<file path="src/rtl/spi_master_pkg.sv">
// Shared register addresses, FSM state encoding and control-bit positions for spi_master_gen.
package spi_master_pkg;

    localparam logic [2:0] ADDR_DATA   = 3'd0;
    localparam logic [2:0] ADDR_FF     = 3'd1;
    localparam logic [2:0] ADDR_00     = 3'd2;
    localparam logic [2:0] ADDR_CTRL   = 3'd3;
    localparam logic [2:0] ADDR_CS     = 3'd4;
    localparam logic [2:0] ADDR_DIV    = 3'd5;
    localparam logic [2:0] ADDR_IRQCLR = 3'd6;
    localparam logic [2:0] ADDR_INIT   = 3'd7;

    localparam logic [2:0] ADDR_RX     = 3'd0;
    localparam logic [2:0] ADDR_STATUS = 3'd1;

    typedef enum logic [2:0] {
        S_INIT,
        S_IDLE,
        S_SETUP,
        S_SHIFT,
        S_DONE
    } state_t;

    localparam int CTRL_CPOL   = 0;
    localparam int CTRL_CPHA   = 1;
    localparam int CTRL_LSB    = 2;
    localparam int CTRL_IRQ_EN = 3;

    // Advance the transmit shift register by one bit in the selected order.
    function automatic logic [7:0] shift_tx(input logic [7:0] v, input logic lsb_first);
        return lsb_first ? {1'b0, v[7:1]} : {v[6:0], 1'b0};
    endfunction

endpackage

</file>
<file path="src/rtl/spi_clk_div.sv">
// Half-period tick generator: pulses tick for one cycle every div+1 enabled cycles.
module spi_clk_div #(
    parameter int DIV_W = 8
) (
    input  logic             clk,
    input  logic             reset,
    input  logic             clr,
    input  logic             en,
    input  logic [DIV_W-1:0] div,
    output logic             tick
);
    logic [DIV_W-1:0] cnt_q, cnt_d;

    always_comb begin
        tick  = en && !clr && (cnt_q == div);
        cnt_d = cnt_q;
        if (clr || tick) begin
            cnt_d = '0;
        end else if (en) begin
            cnt_d = cnt_q + 1'b1;
        end
    end

    always_ff @(posedge clk or posedge reset) begin
        if (reset) begin
            cnt_q <= '0;
        end else begin
            cnt_q <= cnt_d;
        end
    end

endmodule

</file>
<file path="src/rtl/spi_master_gen.sv">
// Bus-mapped SPI master: programmable divider, CPOL/CPHA, bit order, one-hot CS, SD-style init burst.
// Define SPI_IRQ_EN to build the transfer-complete interrupt (ctrl bit3, W6, status bit6).
module spi_master_gen
    import spi_master_pkg::*;
#(
    parameter int NUM_CS      = 2,
    parameter int DIV_W       = 8,
    parameter int INIT_DIV    = 63,
    parameter int INIT_CLOCKS = 80
) (
    input  logic              clk,
    input  logic              reset,
    input  logic              enable,
    input  logic              rnw,
    input  logic [2:0]        addr,
    input  logic [7:0]        din,
    output logic [7:0]        dout,
    input  logic              miso,
    output logic              mosi,
    output logic              sclk,
    output logic [NUM_CS-1:0] ss,
    output logic              irq
);
    localparam int INIT_TICKS = 2 * INIT_CLOCKS;
    localparam int TCW = ($clog2(INIT_TICKS) > 4) ? $clog2(INIT_TICKS) : 4;
    localparam logic [DIV_W-1:0] INIT_DIV_V = DIV_W'(INIT_DIV);
    localparam logic [TCW-1:0]   INIT_LAST  = TCW'(INIT_TICKS - 1);

    state_t            state_q, state_d;
    logic [DIV_W-1:0]  div_q, div_d;
    logic              cpol_q, cpol_d, cpha_q, cpha_d, lsb_q, lsb_d;
    logic [NUM_CS-1:0] cs_mask_q, cs_mask_d, ss_q, ss_d;
    logic [7:0]        tx_sh_q, tx_sh_d, rx_sh_q, rx_sh_d, rx_q, rx_d, dout_q, dout_d;
    logic [TCW-1:0]    edge_cnt_q, edge_cnt_d;
    logic              sclk_q, sclk_d, mosi_q, mosi_d;
    logic              irq_flag;
`ifdef SPI_IRQ_EN
    logic              irq_q, irq_d, irq_en_q, irq_en_d;
    assign irq_flag = irq_q;
`else
    assign irq_flag = 1'b0;
`endif

    logic             wr, rd, busy, start, restart, run, tick, tx_bit;
    logic [7:0]       tx_byte, rx_shifted;
    logic [DIV_W-1:0] div_sel;

    assign wr         = enable && !rnw;
    assign rd         = enable && rnw;
    assign busy       = (state_q == S_INIT) || (state_q == S_SETUP) || (state_q == S_SHIFT);
    assign restart    = wr && (addr == ADDR_INIT);
    assign start      = wr && !busy && ((addr == ADDR_DATA) || (addr == ADDR_FF) || (addr == ADDR_00));
    assign tx_byte    = (addr == ADDR_FF) ? 8'hFF : (addr == ADDR_00) ? 8'h00 : din;
    assign run        = (state_q == S_INIT) || (state_q == S_SHIFT);
    assign div_sel    = (state_q == S_INIT) ? INIT_DIV_V : div_q;
    assign tx_bit     = lsb_q ? tx_sh_q[0] : tx_sh_q[7];
    assign rx_shifted = lsb_q ? {miso, rx_sh_q[7:1]} : {rx_sh_q[6:0], miso};

    spi_clk_div #(.DIV_W(DIV_W)) u_clk_div (
        .clk   (clk),
        .reset (reset),
        .clr   (!run || restart),
        .en    (run),
        .div   (div_sel),
        .tick  (tick)
    );

    always_comb begin
        state_d    = state_q;
        div_d      = div_q;
        cpol_d     = cpol_q;
        cpha_d     = cpha_q;
        lsb_d      = lsb_q;
        cs_mask_d  = cs_mask_q;
        tx_sh_d    = tx_sh_q;
        rx_sh_d    = rx_sh_q;
        rx_d       = rx_q;
        dout_d     = dout_q;
        edge_cnt_d = edge_cnt_q;
        sclk_d     = sclk_q;
        mosi_d     = mosi_q;
`ifdef SPI_IRQ_EN
        irq_d      = irq_q;
        irq_en_d   = irq_en_q;
`endif

        case (state_q)
            S_INIT: begin
                mosi_d = 1'b1;
                if (tick) begin
                    sclk_d     = ~sclk_q;
                    edge_cnt_d = edge_cnt_q + 1'b1;
                    if (edge_cnt_q == INIT_LAST) begin
                        state_d    = S_IDLE;
                        sclk_d     = cpol_q;
                        edge_cnt_d = '0;
                    end
                end
            end
            S_IDLE, S_DONE: begin
                sclk_d = cpol_q;
                if (start) begin
                    tx_sh_d    = tx_byte;
                    edge_cnt_d = '0;
                    state_d    = S_SETUP;
`ifdef SPI_IRQ_EN
                    if (irq_en_q) irq_d = 1'b0;
`endif
                end else begin
                    state_d = S_IDLE;
                end
            end
            S_SETUP: begin
                if (!cpha_q) begin
                    mosi_d  = tx_bit;
                    tx_sh_d = shift_tx(tx_sh_q, lsb_q);
                end
                state_d = S_SHIFT;
            end
            S_SHIFT: begin
                if (tick) begin
                    sclk_d     = ~sclk_q;
                    edge_cnt_d = edge_cnt_q + 1'b1;
                    // Even count = leading edge; leading samples when cpha=0, trailing when cpha=1.
                    if (~edge_cnt_q[0] ^ cpha_q) begin
                        rx_sh_d = rx_shifted;
                    end else begin
                        mosi_d  = tx_bit;
                        tx_sh_d = shift_tx(tx_sh_q, lsb_q);
                    end
                    if (edge_cnt_q[3:0] == 4'hF) begin
                        state_d = S_DONE;
                        rx_d    = rx_sh_d;
                        mosi_d  = 1'b1;
                        sclk_d  = cpol_q;
`ifdef SPI_IRQ_EN
                        if (irq_en_q) irq_d = 1'b1;
`endif
                    end
                end
            end
            default: state_d = S_IDLE;
        endcase

        if (wr && !busy) begin
            if (addr == ADDR_CTRL) begin
                cpol_d = din[CTRL_CPOL];
                cpha_d = din[CTRL_CPHA];
                lsb_d  = din[CTRL_LSB];
`ifdef SPI_IRQ_EN
                irq_en_d = din[CTRL_IRQ_EN];
`endif
            end
            if (addr == ADDR_DIV) div_d = DIV_W'(din);
        end
        if (wr && (addr == ADDR_CS)) cs_mask_d = din[NUM_CS-1:0];
`ifdef SPI_IRQ_EN
        if (wr && (addr == ADDR_IRQCLR)) irq_d = 1'b0;
`endif
        // Restart keeps rx, control and cs_mask; a zero divider falls back to the init divider.
        if (restart) begin
            state_d    = S_INIT;
            edge_cnt_d = '0;
            sclk_d     = 1'b0;
            mosi_d     = 1'b1;
            if (div_q == '0) div_d = INIT_DIV_V;
        end
        ss_d = (state_d == S_INIT) ? '1 : ~cs_mask_d;

        if (rd) begin
            case (addr)
                ADDR_RX:     dout_d = rx_q;
                ADDR_STATUS: dout_d = {busy, irq_flag, 3'b000, lsb_q, cpha_q, cpol_q};
                default:     dout_d = 8'h00;
            endcase
        end
    end

    always_ff @(posedge clk or posedge reset) begin
        if (reset) begin
            state_q    <= S_INIT;
            div_q      <= INIT_DIV_V;
            cpol_q     <= 1'b0;
            cpha_q     <= 1'b0;
            lsb_q      <= 1'b0;
            cs_mask_q  <= '0;
            ss_q       <= '1;
            tx_sh_q    <= 8'h00;
            rx_sh_q    <= 8'h00;
            rx_q       <= 8'h00;
            dout_q     <= 8'h00;
            edge_cnt_q <= '0;
            sclk_q     <= 1'b0;
            mosi_q     <= 1'b1;
`ifdef SPI_IRQ_EN
            irq_q      <= 1'b0;
            irq_en_q   <= 1'b0;
`endif
        end else begin
            state_q    <= state_d;
            div_q      <= div_d;
            cpol_q     <= cpol_d;
            cpha_q     <= cpha_d;
            lsb_q      <= lsb_d;
            cs_mask_q  <= cs_mask_d;
            ss_q       <= ss_d;
            tx_sh_q    <= tx_sh_d;
            rx_sh_q    <= rx_sh_d;
            rx_q       <= rx_d;
            dout_q     <= dout_d;
            edge_cnt_q <= edge_cnt_d;
            sclk_q     <= sclk_d;
            mosi_q     <= mosi_d;
`ifdef SPI_IRQ_EN
            irq_q      <= irq_d;
            irq_en_q   <= irq_en_d;
`endif
        end
    end

    assign dout = dout_q;
    assign mosi = mosi_q;
    assign sclk = sclk_q;
    assign ss   = ss_q;
    assign irq  = irq_flag;

endmodule

</file>
<file path="config.mk">
export PLATFORM = sky130hd
export DESIGN_NAME = spi_master_gen
export DESIGN_NICKNAME = d
export VERILOG_FILES = /design/src/rtl/spi_master_pkg.sv /design/src/rtl/spi_clk_div.sv /design/src/rtl/spi_master_gen.sv
export SDC_FILE = /design/constraint.sdc
export NUM_CORES = 1
export LEC_CHECK = 0
export CORE_ASPECT_RATIO = 1.25
export CORE_MARGIN = 2
export CORE_UTILIZATION = 35
export DETAILED_ROUTE_END_ITERATION = 10
export GPL_ROUTABILITY_DRIVEN = 1
export MAX_ROUTING_LAYER = met4
export SYNTH_ARGS = -nofsm -noshare
export SYNTH_HDL_FRONTEND = slang
export SYNTH_SLANG_ARGS = --single-unit
</file>
<file path="constraint.sdc">
create_clock -name clk -period 3.3 [get_ports clk]
set_input_delay 0.66 -clock clk [delete_from_list [all_inputs] [get_ports clk]]
set_output_delay 0.66 -clock clk [all_outputs]
set_load 0.01 [all_outputs]
</file>
==> summary.md, run 1 <==
| Metric | Value |
|---|---|
| Area grow syn2layout | 18.6% |
| Max Cap Violations | 0 |
| Synth top cells by count | nand2_1, dfrtp_1, o21ai_0 |
| Syn nets | ~420 |
| R2R Path Start | state_q[2] |
| Row count | between 40 and 50 |
| Routability Congestion | approximately 0.8 |
| Synth top area cells | dfrtp_1, mux2i_1, dfstp_2 |
| First-pass GRT wire length | around 15,000 um |
| Crit path launch | rnw |
| Core area | 11,000 um2 |
| Cts bufs inserted | 9 |
| Hold Violations, Final | 0 |
| Initial Util | 35.6% |
| Setup Buffers After CTS | 0 |
| Later-pin clock latency in the skew report | 330 ps |
| Antenna violations before repair | 0 |
| Layout Cells excl Fill | 567 |
| Routed WL | ~9000 um |
| Max frequency | roughly 0.36 GHz |
| Worst-case clock buffer depth | 2 |
| HPWL Detailed | 6520 um |
| Critical-path maximum fanout | 8 |
| LEAKAGE | approximately 2 nW |
| Setup Skew | approximately 7 ps |
| Hold worst-path end | dout[6] |
| Net switching fraction of the power | a little under two fifths |
| WL/cell | between 15 and 20 um |
| R2R Setup Slk | roughly 710 ps |
| Port Buffers | 27 |
| CTS Root Cell | clkbuf_16 |
| GRT Total Usage | between 10% and 20% |
| Slew @ Worst Pin | between 900 and 1000 ps |
| Placed insts | 552 |
| Status | finished, final reports clean |
| CTS tree | done |
| Routed Antenna Nets | 0 |
| Clock power share | between 20% and 30% |
| Seq/Total Area, Yosys | about 44% |
| RSZ-0062 raised after global routing | no |
| Period Utilization, post-route | approximately 83% |
| Vias in the first global route | roughly 3,000 |
| CP endpoint kind | flip-flop |
| Min Clock Period, post-route | about 2700 ps |
| Ys Warns | 0 |
| Synth cell types | just over 60 |
| Sequential fraction of design power | between 30% and 40% |
| Filler Cell Count | roughly 1,000 |
| Final Power | roughly 3.7 mW |
| Drt via density | between 5 and 6 |
| Async SR Flop Fraction | 100% |
| Ant. Diodes | 0 |
| Synth top area share | a little under two fifths |
| Final worst slack | between 500 and 600 ps |
| Core Util, Final | 42.3% |
| Post-CTS resize count | 0 |
| Pint | ~2.3 mW |
| Pin count of the biggest net entering global routing | 36 |
| CP Launch Type | input port |
| R2r worst-path depth | 7 |
| H-tree depth | 3 |
| Layout cells sized above 1 | between 10% and 20% |
| Height of the chip | approximately 120 um |
| Post-synth top area cell | dfrtp_1 |
| Crit Path Class | input port to flip-flop |
| Hold-fix buffers, CTS | 0 |
| Vias | ~3,000 |
| DIE AREA | 12,000 um2 |
| Data required, critical path | roughly 3500 ps |
| Max VDD drop | roughly 0.34 mV |
| Worst endpoint data arrival time | about 3000 ps |
| Most numerous cell in the Yosys netlist | nand2_1 |
| Syn Inst Count | 400 |
| Power Dens Cells | a little under 800 nW/um2 |
| Hold Path Class | flip-flop to flip-flop |
| CTS Sinks | 68 |
| DR pass1 iterations | 4 |
| Slew margin rel. | about two fifths |
| NetSw | 1.36 mW |
| Worst R2R End | edge_cnt_q[1] |
| Pre-CTS WS | between 150 and 200 ps |
| Violation count after the first detailed-routing iteration | 215 |
| Die W | roughly 100 um |
| Max-slew violations | 0 |
| Seq cells post-synth | a little under 70 |
| Setup TNS | 0 ps |
| Synth Flop Type | dfrtp_1 |
| Average size of a mapped cell | roughly 10 um2 |
| Clock slew at reported path FFs | ~60 ps |
| Number of flops mapped to enable cells by yosys | 0 |
| DRC viols | 0 |
| Min-delay src | dout[6] |
| Io pins | 29 |
| Total global routing overflow | 0 |
| # nets final | between 400 and 500 |
| Setup violators final | 0 |
| Mapped Area | slightly below 4000 um2 |
| Worst Hold Depth | 2 |
| Logic gate share of total power | 37.4% |
## flip-flops by register name (all words and copies together), names as in the netlist
register / flops
cpha_q: 1
sclk: 1
edge_cnt_q: 8
rx_q: 8
state_q: 3
ss: 2
mosi: 1
lsb_q: 1
u_clk_div.cnt_q: 8
cs_mask_q: 2
tx_sh_q: 8
cpol_q: 1
rx_sh_q: 8
div_q: 8
dout: 8
## stage by stage
step / hold WS [ps] / cell area (um2)
after floorplan: 457 / 3910
after global placement: 466 / 4350
after detailed placement: 475 / 4350
after CTS: 488 / 4640
after global routing: 510 / 4640
final: 484 / 4640
## cells in the final DEF, fill, tap and decap left out, types with 2 or more instances in the layout
master / n
and2_1: 2
a31oi_1: 4
nor3_2: 2
nor3_1: 4
clkbuf_16: 9
mux2i_1: 25
nor2b_1: 4
o211ai_1: 9
clkdlybuf4s50_1: 27
o21a_1: 3
nor4b_1: 2
clkinvlp_4: 3
xor2_1: 8
o21ai_0: 32
mux2_1: 15
o21bai_1: 2
xnor2_1: 5
nand2_1: 61
dfrtp_1: 59
inv_1: 11
nand3_1: 14
nand3b_1: 3
and3_1: 4
nand2b_1: 4
or2_2: 4
nand4_1: 2
nor2_1: 18
a21oi_1: 11
ha_1: 2
nor4_1: 6
dfstp_2: 9
o22ai_1: 4
or4_1: 2
buf_4: 12
mux2_2: 17
o221ai_1: 3
## power groups by stage
| stage | clock, mW | combinational (mW) | sequential, mW |
|---|---|---|---|
| 2_1_floorplan | 0 | 1.11 | 1.26 |
| 3_3_place_gp | 0 | 1.35 | 1.36 |
| 3_5_place_dp | 0 | 1.37 | 1.37 |
| 4_1_cts | 0.962 | 1.38 | 1.36 |
| 5_1_grt | 0.999 | 1.53 | 1.39 |
| 6_report | 0.933 | 1.37 | 1.36 |
## per-layer routing
metal,vias up,GRT usage [%],routed length [um],share of wire [%]
met5,-,-,0,0
met4,0,6.16,138,1.5
met3,9,3.70,233,2.6
met2,37,26.4,4490,50
met1,1463,20.1,4130,46
li1,1498,-,-,-
## final cells by class
class / instances / area, um2 / share of cell area [%]
clock buffer: 9 / 225 / 4.85
clock inverter: 6 / 66.3 / 1.43
inverter: 12 / 45.0 / 0.971
multi-input combinational: 297 / 2040 / 44.0
sequential: 68 / 1710 / 36.9
tap: 135 / 169 / 3.64
timing repair buffer: 40 / 380 / 8.20
## worst max-delay path, cell delays in order
cell             delay (ps)
clkdlybuf4s50_1         500
nand3b_1                220
o21bai_1                160
a2111oi_4               410
nand4_4                 170
o211ai_1                100
and2_1                  380
mux2_1                  360
## cells by family after synthesis
| kind of cell | synth area share [%] |
|---|---|
| AOI/OAI and AO/OA | 14.6 |
| xor gates and xnor gates | 2.91 |
| adders and majority gates | 0.639 |
| buffers and inverters | 4.06 |
| DFF | 43.8 |
| muxes | 16.0 |
| other | 0.0958 |
| and+or+nand+nor | 17.9 |
## worst max path at each step
stage                     to  slack, ps
2_1_floorplan           sclk        720
3_5_place_dp      tx_sh_q[2]        200
4_1_cts           tx_sh_q[2]        550
5_1_grt           tx_sh_q[1]        380
3_3_place_gp   edge_cnt_q[1]        270
6_report          tx_sh_q[6]        550
Power figures use the tool's default switching activity.
==> run 2: changes to the inputs <==
==> constraint.sdc (replaced) <==
create_clock -name clk -period 2.7 [get_ports clk]
set_input_delay 0.54 -clock clk [delete_from_list [all_inputs] [get_ports clk]]
set_output_delay 0.54 -clock clk [all_outputs]
set_load 0.01 [all_outputs]
==> summary.md, run 2 (synthesis gave the netlist of run 1 again) <==
| Metric | Value |
|---|---|
| Row count | 43 (unchanged) |
| Hold-fix buffers, CTS | 0 (unchanged) |
| DIE AREA | 12,000 um2 (unchanged) |
| Routability Congestion | 0.826 (+2.1%) |
| Filler Cell Count | 1,058 (+1.1%) |
| Initial Util | 35.6% (unchanged) |
| Ant. Diodes | 0 (unchanged) |
| DR pass1 iterations | 4 (unchanged) |
| CTS tree | done |
| Setup Skew | 6.49 ps (-0.434 ps) |
| Status | finished, final reports clean |
| Commonest non-fill, non-tap cell in the layout | nand2_1 |
| Pre-CTS WS | -125 ps (-321 ps) |
| Pin count of the biggest net entering global routing | 69 (+92%) |
| Max-slew violations | 0 (unchanged) |
| Core area | 11,000 um2 (unchanged) |
| CTS Sinks | 68 (unchanged) |
| Port Buffers | 27 (unchanged) |
| Setup TNS | 0 ps (unchanged) |
| Min Clock Period, post-route | between 2000 and 3000 ps |
| Die W | 98.6 um (unchanged) |
| Violation count after the first detailed-routing iteration | 165 (-23%) |
| HPWL Detailed | 6590 um (+1.1%) |
| Total global routing overflow | 0 (unchanged) |
| Data required, critical path | 2920 ps (-590 ps) |
| # nets final | 458 (+2.7%) |
| Max frequency | approximately 0.39 GHz |
| Antenna violations before repair | 0 (unchanged) |
| Io pins | 29 (unchanged) |
| Clock slew at reported path FFs | 60 ps (about the same) |
| DRC viols | 0 (unchanged) |
| Hold_ws | 475 ps (-9.66 ps) |
| LEAKAGE | 2.13 nW (+4.8%) |
| Crit Path Class | flip-flop to flip-flop |
| Height of the chip | 122 um (unchanged) |
| Layout cells sized above 1 | 18.9% (+2.7 points) |
| RSZ-0062 raised after global routing | no |
| CP endpoint kind | flip-flop |
| Slew @ Worst Pin | 615 ps (-289 ps) |
| Routed WL | 9190 um (+2.3%) |
| Area grow syn2layout | 23.1% |
| Hold Path Class | flip-flop to flip-flop |
| Period Utilization, post-route | a little over nine tenths |
| Vias | 3,126 (+4.0%) |
| GRT Total Usage | 16.7% (+0.36 points) |
| Routed Antenna Nets | 0 (unchanged) |
| Worst-case clock buffer depth | 2 (unchanged) |
| CTS Root Cell | clkbuf_16 |
| Critical-path maximum fanout | 8 (unchanged) |
| Final worst slack | 166 ps (-385 ps) |
| Worst endpoint data arrival time | 2750 ps (-210 ps) |
| WL/cell | 15.9 um (about the same) |
| Placed inst area | 4460 um2 (+2.6%) |
| Slew margin rel. | 59.0% (+19 points) |
| H-tree depth | 3 (unchanged) |
| Max VDD drop | 0.314 mV (-6.7%) |
| Design area | 4820 um2 (+3.8%) |
| Max Cap Violations | 0 (unchanged) |
| First-pass GRT wire length | 15,600 um (+3.6%) |
| Setup violators final | 0 (unchanged) |
| Power Dens Cells | 1020 nW/um2 (+29%) |
| Cts bufs inserted | 9 (unchanged) |
| Vias in the first global route | 3,161 (+5.1%) |
| Most frequent cells in the layout | nand2_1, dfrtp_1, o21ai_0 |
| Drt via density | 5.39 (+1.6%) |
| Hold Violations, Final | 0 (unchanged) |
| CP Launch Type | flip-flop |
| Later-pin clock latency in the skew report | 340 ps (about the same) |
## run 2: cell count changes in the layout (fill, tap and decap cells not counted), sizes merged
cell      delta
buf         +12
bufinv       +2
clkinv       -1
clkinvlp     -1
inv          +1
## run 2: path summary, 6_finish.rpt
| check | cells past startpoint | slack (ps) | from | to |
|---|---|---|---|---|
| worst max-delay path | 9 | 170 | state_q[1] | edge_cnt_q[1] |
| worst min-delay path | 2 | 470 | dout[6] | dout[6] |
| worst max register to register | 9 | 170 | state_q[1] | edge_cnt_q[1] |
| worst min register to register | 2 | 470 | dout[6] | dout[6] |
| max in group asynchronous | 3 | 1770 | reset | ss[0] |
| min in group asynchronous | 3 | 590 | reset | tx_sh_q[2] |
## run 2: where the power goes
part           switching (mW)  internal (mW)  total [mW]  leakage (nW)
Sequential              0.321           1.33        1.65         0.873
Combinational           0.969          0.918        1.89          1.09
Clock                   0.451          0.906        1.36         0.162
Total                    1.74           3.15        4.89          2.13
## run 2: repair_timing
action                     in CTS  in global routing
buffers inserted                0                  0
resized for setup               0                  1
hold endpoints to repair        0                  0
setup endpoints to repair       0                  2
## run 2: cell type report
| class | instances | area (um2) | area share [%] |
|---|---|---|---|
| timing repair buffer | 52 | 495 | 10.3 |
| sequential | 68 | 1710 | 35.6 |
| clock buffer | 9 | 225 | 4.68 |
| multi-input combinational | 297 | 2050 | 42.5 |
| tap | 135 | 169 | 3.51 |
| clock inverter | 7 | 123 | 2.55 |
| inverter | 12 | 45.0 | 0.935 |
## run 2: worst max-delay path, stage by stage, from the launching register on
cell,delay [ps]
dfrtp_1,490
nor3_2,360
buf_4,200
a21oi_1,40
o32ai_1,230
buf_4,180
and3_1,250
buf_4,170
o211a_4,200
mux2_4,300
## run 2: stage by stage
stage | std cells | utilization, % | total power, mW
finish | 580 | 43.9 | 4.89
global route | 580 | 43.9 | 5.22
CTS | 580 | 43.8 | 4.92
detailed placement | 564 | 40.7 | 3.54
global placement | 564 | 40.7 | 3.48
floorplan | 400 | - | 2.90
## run 2: layer usage
metal / GRT usage [%] / share of wire (%)
met4: 7.28 / 2.2
met3: 3.53 / 3.0
met2: 27.8 / 50
met5: - / 0
met1: 19.6 / 45
